File: config.mk
export PLATFORM = sky130hd
export DESIGN_NAME = wb_pipe_stage
export DESIGN_NICKNAME = d
export VERILOG_FILES = /design/src/rtl/wb_pipe_stage_pkg.sv /design/src/rtl/wb_payload_reg.sv /design/src/rtl/wb_pipe_stage.sv
export SDC_FILE = /design/constraint.sdc
export NUM_CORES = 1
export LEC_CHECK = 0
export BUFFER_PORTS_ARGS = -buffer_cell sky130_fd_sc_hd__clkbuf_2
export CAP_MARGIN = 10
export CORE_AREA = 2 2 129 118
export DETAILED_ROUTE_END_ITERATION = 12
export DIE_AREA = 0 0 131 120
export GPL_TIMING_DRIVEN = 0
export PLACE_DENSITY = 0.77
export SYNTH_ARGS = -nofsm -noshare
export SYNTH_HDL_FRONTEND = slang
export SYNTH_SLANG_ARGS = --single-unit
File: constraint.sdc
create_clock -name clock -period 8.06 [get_ports clock]
set_clock_uncertainty 0.15 [all_clocks]
set_input_delay 1.612 -clock clock [delete_from_list [all_inputs] [get_ports clock]]
set_output_delay 1.612 -clock clock [all_outputs]
set_load 0.02 [all_outputs]
File: src/rtl/wb_pipe_stage_pkg.sv
// Shared types for the MEM->WB pipeline stage: occupancy states and the
// payload record carried from MEM to WB (at the default widths).
package wb_pipe_stage_pkg;

  localparam int DEF_DATA_W = 32;
  localparam int DEF_REG_AW = 5;

  typedef enum logic [1:0] {
    EMPTY = 2'd0,
    ONE   = 2'd1,
    FULL  = 2'd2
  } state_t;

  // "do" is a reserved word, so the memory-data field is do_val.
  typedef struct packed {
    logic                  wreg;
    logic                  m2reg;
    logic [DEF_REG_AW-1:0] dest_reg;
    logic [DEF_DATA_W-1:0] r;
    logic [DEF_DATA_W-1:0] do_val;
  } payload_t;

endpackage

File: src/rtl/wb_payload_reg.sv
// Enable-loaded payload register, cleared by the asynchronous reset and
// otherwise holding its value whenever load is low.
module wb_payload_reg #(
  parameter int W = 72
) (
  input  logic         clock,
  input  logic         reset,
  input  logic         load,
  input  logic [W-1:0] d,
  output logic [W-1:0] q
);

  // Payload storage; holds when not loaded.
  always_ff @(posedge clock or posedge reset) begin
    if (reset) begin
      q <= '0;
    end else if (load) begin
      q <= d;
    end
  end

endmodule

File: src/rtl/wb_pipe_stage.sv
// MEM->WB pipeline register with a two-entry skid buffer, writeback data mux
// and a forwarding tap. in_ready depends only on state, never on out_ready.
module wb_pipe_stage
  import wb_pipe_stage_pkg::*;
#(
  parameter int DATA_W        = 32,
  parameter int REG_AW        = 5,
  parameter int ZERO_SUPPRESS = 1
) (
  input  logic              clock,
  input  logic              reset,
  input  logic              in_valid,
  output logic              in_ready,
  input  logic              mwreg,
  input  logic              mm2reg,
  input  logic [REG_AW-1:0] mdestReg,
  input  logic [DATA_W-1:0] mr,
  input  logic [DATA_W-1:0] mdo,
  input  logic              flush,
  output logic              out_valid,
  input  logic              out_ready,
  output logic              wwreg,
  output logic              wm2reg,
  output logic [REG_AW-1:0] wdestReg,
  output logic [DATA_W-1:0] wr,
  output logic [DATA_W-1:0] wdo,
  output logic              wb_we,
  output logic [DATA_W-1:0] wb_data,
  output logic              fwd_valid,
  output logic [REG_AW-1:0] fwd_dest
);

  // Flat payload so the widths track DATA_W/REG_AW rather than the defaults.
  localparam int PW = 2 + REG_AW + 2 * DATA_W;

  state_t          state;
  state_t          next_state;
  logic            head_load;
  logic            skid_load;
  logic            head_from_skid;
  logic [PW-1:0]   in_payload;
  logic [PW-1:0]   head_d;
  logic [PW-1:0]   head_q;
  logic [PW-1:0]   skid_q;

  assign in_payload = {mwreg, mm2reg, mdestReg, mr, mdo};
  assign head_d     = head_from_skid ? skid_q : in_payload;

  // Occupancy state register.
  always_ff @(posedge clock or posedge reset) begin
    if (reset) begin
      state <= EMPTY;
    end else begin
      state <= next_state;
    end
  end

  // Next-state and load enables; flush overrides every other event.
  always_comb begin
    next_state     = state;
    head_load      = 1'b0;
    skid_load      = 1'b0;
    head_from_skid = 1'b0;
    if (flush) begin
      next_state = EMPTY;
    end else begin
      case (state)
        EMPTY: begin
          if (in_valid) begin
            head_load  = 1'b1;
            next_state = ONE;
          end else begin
            next_state = EMPTY;
          end
        end
        ONE: begin
          if (in_valid && out_ready) begin
            head_load  = 1'b1;
            next_state = ONE;
          end else if (in_valid) begin
            skid_load  = 1'b1;
            next_state = FULL;
          end else if (out_ready) begin
            next_state = EMPTY;
          end else begin
            next_state = ONE;
          end
        end
        FULL: begin
          if (out_ready) begin
            head_load      = 1'b1;
            head_from_skid = 1'b1;
            next_state     = ONE;
          end else begin
            next_state = FULL;
          end
        end
        default: begin
          next_state = EMPTY;
        end
      endcase
    end
  end

  wb_payload_reg #(.W(PW)) u_head (
    .clock (clock),
    .reset (reset),
    .load  (head_load),
    .d     (head_d),
    .q     (head_q)
  );

  wb_payload_reg #(.W(PW)) u_skid (
    .clock (clock),
    .reset (reset),
    .load  (skid_load),
    .d     (in_payload),
    .q     (skid_q)
  );

  assign {wwreg, wm2reg, wdestReg, wr, wdo} = head_q;

  assign in_ready  = (state != FULL);
  assign out_valid = (state != EMPTY);
  assign wb_we     = out_valid & wwreg & ((ZERO_SUPPRESS == 0) || (wdestReg != '0));
  assign wb_data   = wm2reg ? wdo : wr;
  assign fwd_valid = wb_we;
  assign fwd_dest  = wdestReg;

endmodule

==> metrics.csv, run 1 <==
metric;value;unit
status;finished, final reports clean;
Leak;4.30;nW
worst path required time;6.30;ns
Buf/Inv on CP;3;
DP HPWL;11.2;mm
ys async rst share;100;%
CP Capture Type;primary output;
largest net degree at the start of global routing;84;
total number of vias;4406;
drt total wl;15.3;mm
minimum clock period;4.01;ns
CP max-delay cell;clkbuf_1;
clock buffer depth;2;
clk_lat worst skew;0.42;ns
Initial DRC Count;178;
reg2reg end;u_head.q[23];
Hold Vio Cnt, Final;0;
core region area;14500;um^2
Flop pwr share;40.8;%
f_max;249;MHz
layout cells sized above 1;62.9;%
Die Ht;120;um
antenna violations before repair;0;
post-synthesis mux area share;43.0;%
pwr dens;286;nW/um^2
wire length per cell;17.9;um
simple-gate share of the synthesized area;0.671;%
CTS resizes;0;
Synth Area in Compound Gates;0.582;%
Critical R2R Launch;state[0];
CTS tree;built;
Post-CTS Setup Bufs;0;
CP max stage delay;0.57;ns
Tcrit/Tclk final;49.8;%
reg2reg setup slack;5.85;ns
full die area;15700;um^2
total CTS buffers;17;
Critical path origin;u_head.q[69];
post-route ant nets;0;
vias in the first global route;4689;
Psw;782;uW
VDD IR max;0.000153;V
sequential area share after synthesis;50.8;%
htree depth;4;
worst setup path endpoint;wb_data[17];
CP startpoint kind;flip-flop;
first drt pass iteration count;4;
Synth Flop Type;dfrtp_1;
synth-to-layout area growth;25.2;%
Setup Crit Path Kind;flip-flop to primary output;
first-pass GRT wire length;24.6;mm
largest family of logic cells by synthesized area;multiplexers;
worst path cell trace;clkbuf_1 -> clkbuf_1 -> mux2_2 -> clkbuf_2;
nets;726;
IO buf count;187;
# hold bufs at CTS;0;
post-route setup slack;4.05;ns
GR Overflow Total;0;
hold slack;0.329;ns
crit-path max FO;10;
Final setup viols;0;
Logic pwr share;29.1;%
critical path's most frequent cell;clkbuf_1;
DP Worst Slack;4.43;ns
Ys Warns;0;
switching share of power;30.8;%
Post-Synth Adder-Cell Area;0.353;%
Distinct cells, synth;22;
Root Driver;clkbuf_16;
# clock sinks;144;
total track usage;20.7;%
clock slew at reported path FFs;0.05;ns
cell row count;42;
Stages on worst setup path;4;
Via-to-Cell Ratio;5.13;
CP top delay family;buffers and inverters;
RSZ-0062 raised after global routing;no;
clock share of power;30.1;%
Post-Route Setup TNS;0;ns
Mapped Cells;441;
gp weighted congestion;0.710;
Initial Utilization;49.1;%
syn_area_per_cell;16.1;um^2
die width;131;um
Max transition margin;54.9;%
number of max-cap violations;0;
critical path arrival;2.25;ns
Antenna diodes;0;
io pins;188;
Pint;1.75;mW
Net Count, Synth;519;
Worst Reg-to-Reg Cells;5;
Synth Area in XOR/XNOR;0;%
EDFF count, synth;0;
Slew @ Worst Pin;0.676;ns
Slew Limit Fails;0;
Remaining DRCs;0;
synthesized cell area;7090;um^2
Min-Delay Path Class;flip-flop to flip-flop;
Synth Register Bits;144;
-- power groups by stage --
| stage | combinational [mW] | sequential [mW] | clock (mW) |
|---|---|---|---|
| after floorplan | 0.428 | 1.11 | 0 |
| after global placement | 0.725 | 1.03 | 0 |
| after detailed placement | 0.746 | 1.04 | 0 |
| after CTS | 0.748 | 1.03 | 0.777 |
| after global routing | 0.791 | 1.06 | 0.813 |
| final | 0.738 | 1.04 | 0.762 |
-- worst min path at each step --
stage | from | endpoint | cells after the start
after CTS | u_skid.q[53] | u_skid.q[53] | 1
after floorplan | u_skid.q[0] | u_skid.q[0] | 1
after global routing | u_skid.q[37] | u_skid.q[37] | 1
after detailed placement | u_skid.q[9] | u_skid.q[9] | 1
after global placement | u_skid.q[9] | u_skid.q[9] | 1
final | u_skid.q[9] | u_skid.q[9] | 1
-- stage by stage --
step	cells	power [mW]	util [%]	area [um^2]
after floorplan	441	1.53	-	7090
after global placement	826	1.75	57.2	8270
after detailed placement	827	1.79	57.5	8310
after CTS	859	2.56	61.4	8880
after global routing	859	2.66	61.4	8880
final	859	2.54	61.4	8880
-- cell usage after synthesis (all sizes together) (2+ instances only) --
library cell,number,area [um^2]
dfrtp,144,3600
a21o,2,22.5
nor2,3,11.3
mux2,246,3040
ha,2,25.0
buf,23,250
inv,2,7.51
clkbuf,11,67.6
-- layout by cell type, fill, tap and decap left out --
master,instances
a21o_1,1
a21o_4,1
and3_1,1
buf_12,8
buf_16,1
buf_2,9
buf_4,6
bufinv_16,2
clkbuf_1,11
clkbuf_16,17
clkbuf_2,187
clkbuf_4,7
clkbuf_8,3
clkinv_2,2
clkinvlp_4,1
dfrtp_1,144
ha_1,2
inv_1,1
inv_6,1
mux2_1,76
mux2_2,99
mux2_4,71
mux2i_1,1
nand2b_1,1
nor2_1,3
nor4bb_1,1
o211a_1,1
o22a_1,1
or2_2,1
or4_1,1
-- state kept, by name, indices dropped and copies added (netlist names) --
register / count
u_skid.q: 71
u_head.q: 71
state: 2
-- worst register-to-register path: stages (launching register included) --
cell	delay [ns]
dfrtp_1	0.44
nor4bb_1	0.30
buf_2	0.28
clkbuf_4	0.29
mux2_2	0.38
mux2_4	0.26
-- layout make-up --
class	instances	area, um^2
buffer	34	318
clock buffer	27	493
clock inverter	5	77.6
fill	1109	5580
inverter	2	12.5
multi-input combinational	261	3160
sequential	144	3600
tap	198	248
timing repair buffer	188	963
-- kinds of logic after synthesis --
group	after synthesis
AO/OA/AOI/OAI	4
adder cells (fa/ha/maj)	2
buffers and inverters	36
flip-flops	144
multiplexers	247
AND/OR/NAND/NOR	8
-- per-layer routing --
layer | vias up | GRT usage [%] | wire length [um] | share of wire [%]
met3 | 18 | 6.38 | 977 | 6.4
met2 | 144 | 32.8 | 7330 | 48
li1 | 2001 | - | - | -
met1 | 2243 | 27.1 | 6850 | 45
met4 | 0 | 6.65 | 178 | 1.2
met5 | - | 0 | 0 | 0
Power figures use the tool's default switching activity.
==> run 2: changes to the inputs <==
--- a/config.mk
+++ b/config.mk
@@ -7,11 +7,11 @@
 export LEC_CHECK = 0
 export BUFFER_PORTS_ARGS = -buffer_cell sky130_fd_sc_hd__clkbuf_2
 export CAP_MARGIN = 10
-export CORE_AREA = 2 2 129 118
+export CORE_AREA = 2 2 132 121
 export DETAILED_ROUTE_END_ITERATION = 12
-export DIE_AREA = 0 0 131 120
+export DIE_AREA = 0 0 134 123
 export GPL_TIMING_DRIVEN = 0
-export PLACE_DENSITY = 0.77
+export PLACE_DENSITY = 0.76
 export SYNTH_ARGS = -nofsm -noshare
 export SYNTH_HDL_FRONTEND = slang
 export SYNTH_SLANG_ARGS = --single-unit
==> constraint.sdc (replaced) <==
create_clock -name clock -period 3.4 [get_ports clock]
set_clock_uncertainty 0.15 [all_clocks]
set_input_delay 0.68 -clock clock [delete_from_list [all_inputs] [get_ports clock]]
set_output_delay 0.68 -clock clock [all_outputs]
set_load 0.02 [all_outputs]
==> metrics.csv, run 2 (synthesis gave the netlist of run 1 again) <==
metric;value;unit
Placed Cells;833;
total number of vias;4420;
status;finished, final reports clean;
CP startpoint kind;flip-flop;
Psw;1.90;mW
Leak;4.32;nW
largest net degree at the start of global routing;45;
vias in the first global route;4513;
clock buffer depth;2;
commonest non-fill, non-tap cells in the layout;clkbuf_2 (187), dfrtp_1 (144), mux2_2 (99), mux2_1 (76), mux2_4 (71);
DP HPWL;11.2;mm
post-route ant nets;0;
clock share of power;30.2;%
CP Capture Type;primary output;
total CTS buffers;17;
IO buf count;187;
commonest non-fill, non-tap cell in the layout;clkbuf_2;
clk_lat worst skew;0.41;ns
core region area;15100;um^2
# clock sinks;144;
layout cells sized above 1;64.0;%
Tcrit/Tclk final;92.7;%
Via-to-Cell Ratio;5.11;
Setup Crit Path Kind;flip-flop to primary output;
reg2reg setup slack;1.21;ns
clock slew at reported path FFs;0.06;ns
Final setup viols;0;
Hold Vio Cnt, Final;0;
Min-Delay Path Class;input port to async pin;
die width;134;um
Logic pwr share;29.0;%
Die Ht;123;um
CTS resizes;0;
total track usage;19.7;%
# hold bufs at CTS;0;
Remaining DRCs;0;
post-route setup slack;0.247;ns
first drt pass iteration count;4;
worst path required time;2.57;ns
Slew Limit Fails;0;
biggest regs;u_head.q (71), u_skid.q (71), state (2);
Max transition margin;46.9;%
VDD IR max;0.000371;V
Antenna diodes;0;
switching share of power;31.6;%
Fillers;1206;
pwr dens;675;nW/um^2
first-pass GRT wire length;24.7;mm
number of max-cap violations;0;
post-route insts no fill;865;
Final Util;59.0;%
minimum clock period;3.15;ns
io pins;188;
nets;728;
Initial Utilization;46.9;%
Post-CTS Setup Bufs;0;
antenna violations before repair;0;
Flop pwr share;40.8;%
Worst Reg-to-Reg Cells;5;
crit-path max FO;10;
RSZ-0062 raised after global routing;no;
cell row count;43;
full die area;16500;um^2
Pint;4.12;mW
synth-to-layout area growth;25.8;%
critical path arrival;2.32;ns
drt total wl;15.6;mm
reg2reg end;u_head.q[2];
DP Worst Slack;0.630;ns
f_max;317;MHz
Critical R2R Launch;state[0];
htree depth;4;
Initial DRC Count;140;
CTS tree;built;
GR Overflow Total;0;
Root Driver;clkbuf_16;
gp weighted congestion;0.732;
Slew @ Worst Pin;0.795;ns
wire length per cell;18.0;um
[run 2: cell types whose count changed in the layout (fill, tap and decap cells not counted)]
cell / previous run / this run
buf_16: 1 / 0
clkinvlp_4: 1 / 4
clkbuf_1: 11 / 5
clkbuf_8: 3 / 1
clkinv_2: 2 / 5
inv_6: 1 / 3
buf_12: 8 / 11
[run 2: metal layers]
layer / vias up / global-route usage (%) / share of wire (%)
met5: - / 0 / 0
met4: 0 / 6.58 / 1.5
met3: 20 / 4.72 / 4.9
met2: 136 / 31.9 / 48
met1: 2256 / 26.2 / 46
li1: 2008 / - / -
[run 2: power groups by stage]
stage	Combinational (mW)	Clock, mW	Sequential, mW
floorplan	1.01	0	2.62
global placement	1.72	0	2.44
detailed placement	1.77	0	2.48
CTS	1.78	1.86	2.45
global route	1.87	1.95	2.51
finish	1.75	1.82	2.45
[run 2: critical path, cell delays in order (launching register included)]
cell and delay (ns):
dfrtp_1 0.35, clkbuf_1 0.35, clkbuf_1 0.63, mux2_2 0.42
clkbuf_2 0.15
[run 2: worst max-delay path by stage]
stage                       startpoint  cells past startpoint  slack (ns)           end
after detailed placement  u_head.q[69]                      4        0.63   wb_data[10]
after global placement           reset                      2       -0.07  u_skid.q[29]
final                     u_head.q[69]                      4        0.25   wb_data[10]
after floorplan                  reset                      1        0.76      state[0]
after CTS                 u_head.q[69]                      4        0.17   wb_data[10]
after global routing      u_head.q[69]                      4        0.12   wb_data[10]
[run 2: cell type report]
class                   count  area (um^2)  share of cell area (%)
clock buffers              19          443                    4.97
inverters                   2         11.3                   0.126
flip-flops and latches    144         3600                    40.4
repair buffers            190          996                    11.2
multi-input cells         261         3160                    35.4
plain buffers              34          318                    3.56
clock inverters            13          134                    1.50
well taps                 202          253                    2.83
[run 2: stage by stage]
step	setup TNS, ns	hold WS (ns)	total power [mW]	instance area (um^2)
2_1_floorplan	0	0.302	3.64	7090
3_3_place_gp	-9.09	0.311	4.16	8280
3_5_place_dp	0	0.320	4.24	8340
4_1_cts	0	0.243	6.08	8920
5_1_grt	0	0.298	6.34	8920
6_report	0	0.238	6.02	8920
==> run 3: changes to the inputs <==
--- a/config.mk
+++ b/config.mk
@@ -7,11 +7,12 @@
 export LEC_CHECK = 0
 export BUFFER_PORTS_ARGS = -buffer_cell sky130_fd_sc_hd__clkbuf_2
 export CAP_MARGIN = 10
-export CORE_AREA = 2 2 132 121
+export CORE_AREA = 2 2 129 118
 export DETAILED_ROUTE_END_ITERATION = 12
-export DIE_AREA = 0 0 134 123
+export DIE_AREA = 0 0 131 120
+export GPL_ROUTABILITY_DRIVEN = 1
 export GPL_TIMING_DRIVEN = 0
-export PLACE_DENSITY = 0.76
+export PLACE_DENSITY = 0.77
 export SYNTH_ARGS = -nofsm -noshare
 export SYNTH_HDL_FRONTEND = slang
 export SYNTH_SLANG_ARGS = --single-unit
==> constraint.sdc (replaced) <==
create_clock -name clock -period 4 [get_ports clock]
set_clock_uncertainty 0.15 [all_clocks]
set_input_delay 0.8 -clock clock [delete_from_list [all_inputs] [get_ports clock]]
set_output_delay 0.8 -clock clock [all_outputs]
set_load 0.02 [all_outputs]
==> metrics.csv, run 3 (synthesis gave the netlist of run 1 again) <==
metric;value;unit
pwr dens;569;nW/um^2
wire length per cell;18.3;um
io pins;188;
reg2reg setup slack;1.80;ns
Remaining DRCs;0;
worst path required time;3.05;ns
Leak;4.31;nW
first-pass GRT wire length;25.0;mm
post-route ant nets;0;
Sequential cell area;3600;um^2
area of the multi-input gates;3160;um^2
Slew Limit Fails;0;
reg2reg end;u_head.q[13];
total number of vias;4422;
Post-CTS Setup Bufs;0;
# clock sinks;144;
CTS resizes;0;
Fillers;1125;
antenna violations before repair;0;
clk_lat worst skew;0.41;ns
Critical R2R Launch;state[0];
Hold Vio Cnt, Final;0;
CTS tree;built;
core region area;14500;um^2
number of max-cap violations;0;
IO buf count;187;
Max transition margin;44.1;%
CP Capture Type;primary output;
total track usage;20.8;%
htree depth;4;
status;finished, final reports clean;
Initial DRC Count;157;
Worst Reg-to-Reg Cells;5;
Slew @ Worst Pin;0.837;ns
largest net degree at the start of global routing;43;
commonest non-fill, non-tap cell in the layout;clkbuf_2;
crit-path max FO;10;
Placed Cells;829;
CP startpoint kind;flip-flop;
Tcrit/Tclk final;79.6;%
nets;728;
clock buffer depth;2;
total CTS buffers;17;
RSZ-0062 raised after global routing;no;
full die area;15700;um^2
WHS Path Cells;1;
clock slew at reported path FFs;0.05;ns
die width;131;um
GR Overflow Total;0;
drt total wl;15.7;mm
DP HPWL;11.3;mm
Setup Crit Path Kind;flip-flop to primary output;
post-route insts no fill;859;
gp weighted congestion;0.721;
Via-to-Cell Ratio;5.15;
commonest non-fill, non-tap cells in the layout;clkbuf_2 (187), dfrtp_1 (144), mux2_2 (99), mux2_1 (76), mux2_4 (71);
synth-to-layout area growth;25.3;%
cell row count;42;
Final setup viols;0;
Min-Delay Path Class;flip-flop to flip-flop;
biggest regs;u_head.q (71), u_skid.q (71), state (2);
worst hold path endpoint;u_skid.q[62];
Initial Utilization;49.1;%
first drt pass iteration count;4;
Post-Route Setup TNS;0;ns
# hold bufs at CTS;0;
post-route setup slack;0.817;ns
Antenna diodes;0;
layout cells sized above 1;63.5;%
hold slack;0.329;ns
vias in the first global route;4812;
VDD IR max;0.000440;V
critical path arrival;2.23;ns
Hold Startpoint;u_skid.q[62];
DP Worst Slack;1.19;ns
f_max;314;MHz
minimum clock period;3.18;ns
Root Driver;clkbuf_16;
Die Ht;120;um
run 3: changes by cell type in the layout (fill, tap and decap cells not counted), sizes merged:
| cell | delta |
|---|---|
| clkinvlp | -2 |
| clkbuf | +5 |
| inv | -3 |
| clkinv | -1 |
| bufinv | -1 |
run 3: layout make-up:
cell class	count	share of cell area [%]
clock buffers	24	5.53
repair buffers	190	11.2
multi-input cells	261	35.6
flip-flops and latches	144	40.6
clock inverters	6	0.648
well taps	198	2.79
inverters	2	0.127
plain buffers	34	3.58
run 3: how the worst max path moves through the flow:
stage                 startpoint  depth (start not counted)  slack [ns]           to
finish              u_head.q[69]                          4        0.82  wb_data[12]
detailed placement  u_head.q[69]                          4        1.19  wb_data[12]
CTS                 u_head.q[69]                          4        0.74  wb_data[12]
global route        u_head.q[69]                          4        0.67  wb_data[12]
floorplan                  reset                          1        1.24     state[0]
global placement           reset                          2        0.41  u_head.q[1]
run 3: stage by stage:
stage | total power, mW | util [%] | area [um^2]
2_1_floorplan | 3.09 | - | 7090
3_3_place_gp | 3.54 | 57.3 | 8280
3_5_place_dp | 3.61 | 57.7 | 8340
4_1_cts | 5.10 | 61.5 | 8890
5_1_grt | 5.32 | 61.5 | 8890
6_report | 5.06 | 61.5 | 8890
run 3: where the power goes:
| group | total (mW) | switching (mW) | internal, mW | leakage (nW) |
|---|---|---|---|---|
| clock | 1.48 | 0.565 | 0.910 | 0.272 |
| sequential | 2.09 | 0.254 | 1.84 | 1.73 |
| combinational | 1.49 | 0.758 | 0.733 | 2.30 |
| total | 5.06 | 1.58 | 3.48 | 4.31 |
run 3: critical path: stages (launching register included):
cell	delay (ns)
dfrtp_1	0.34
clkbuf_1	0.33
clkbuf_1	0.59
mux2_2	0.41
clkbuf_2	0.16
run 3: layer usage:
layer	wire length, um	global-route usage (%)
met5	0	0
met2	7590	33.1
met1	6970	27.9
met4	100	5.05
met3	1080	6.51
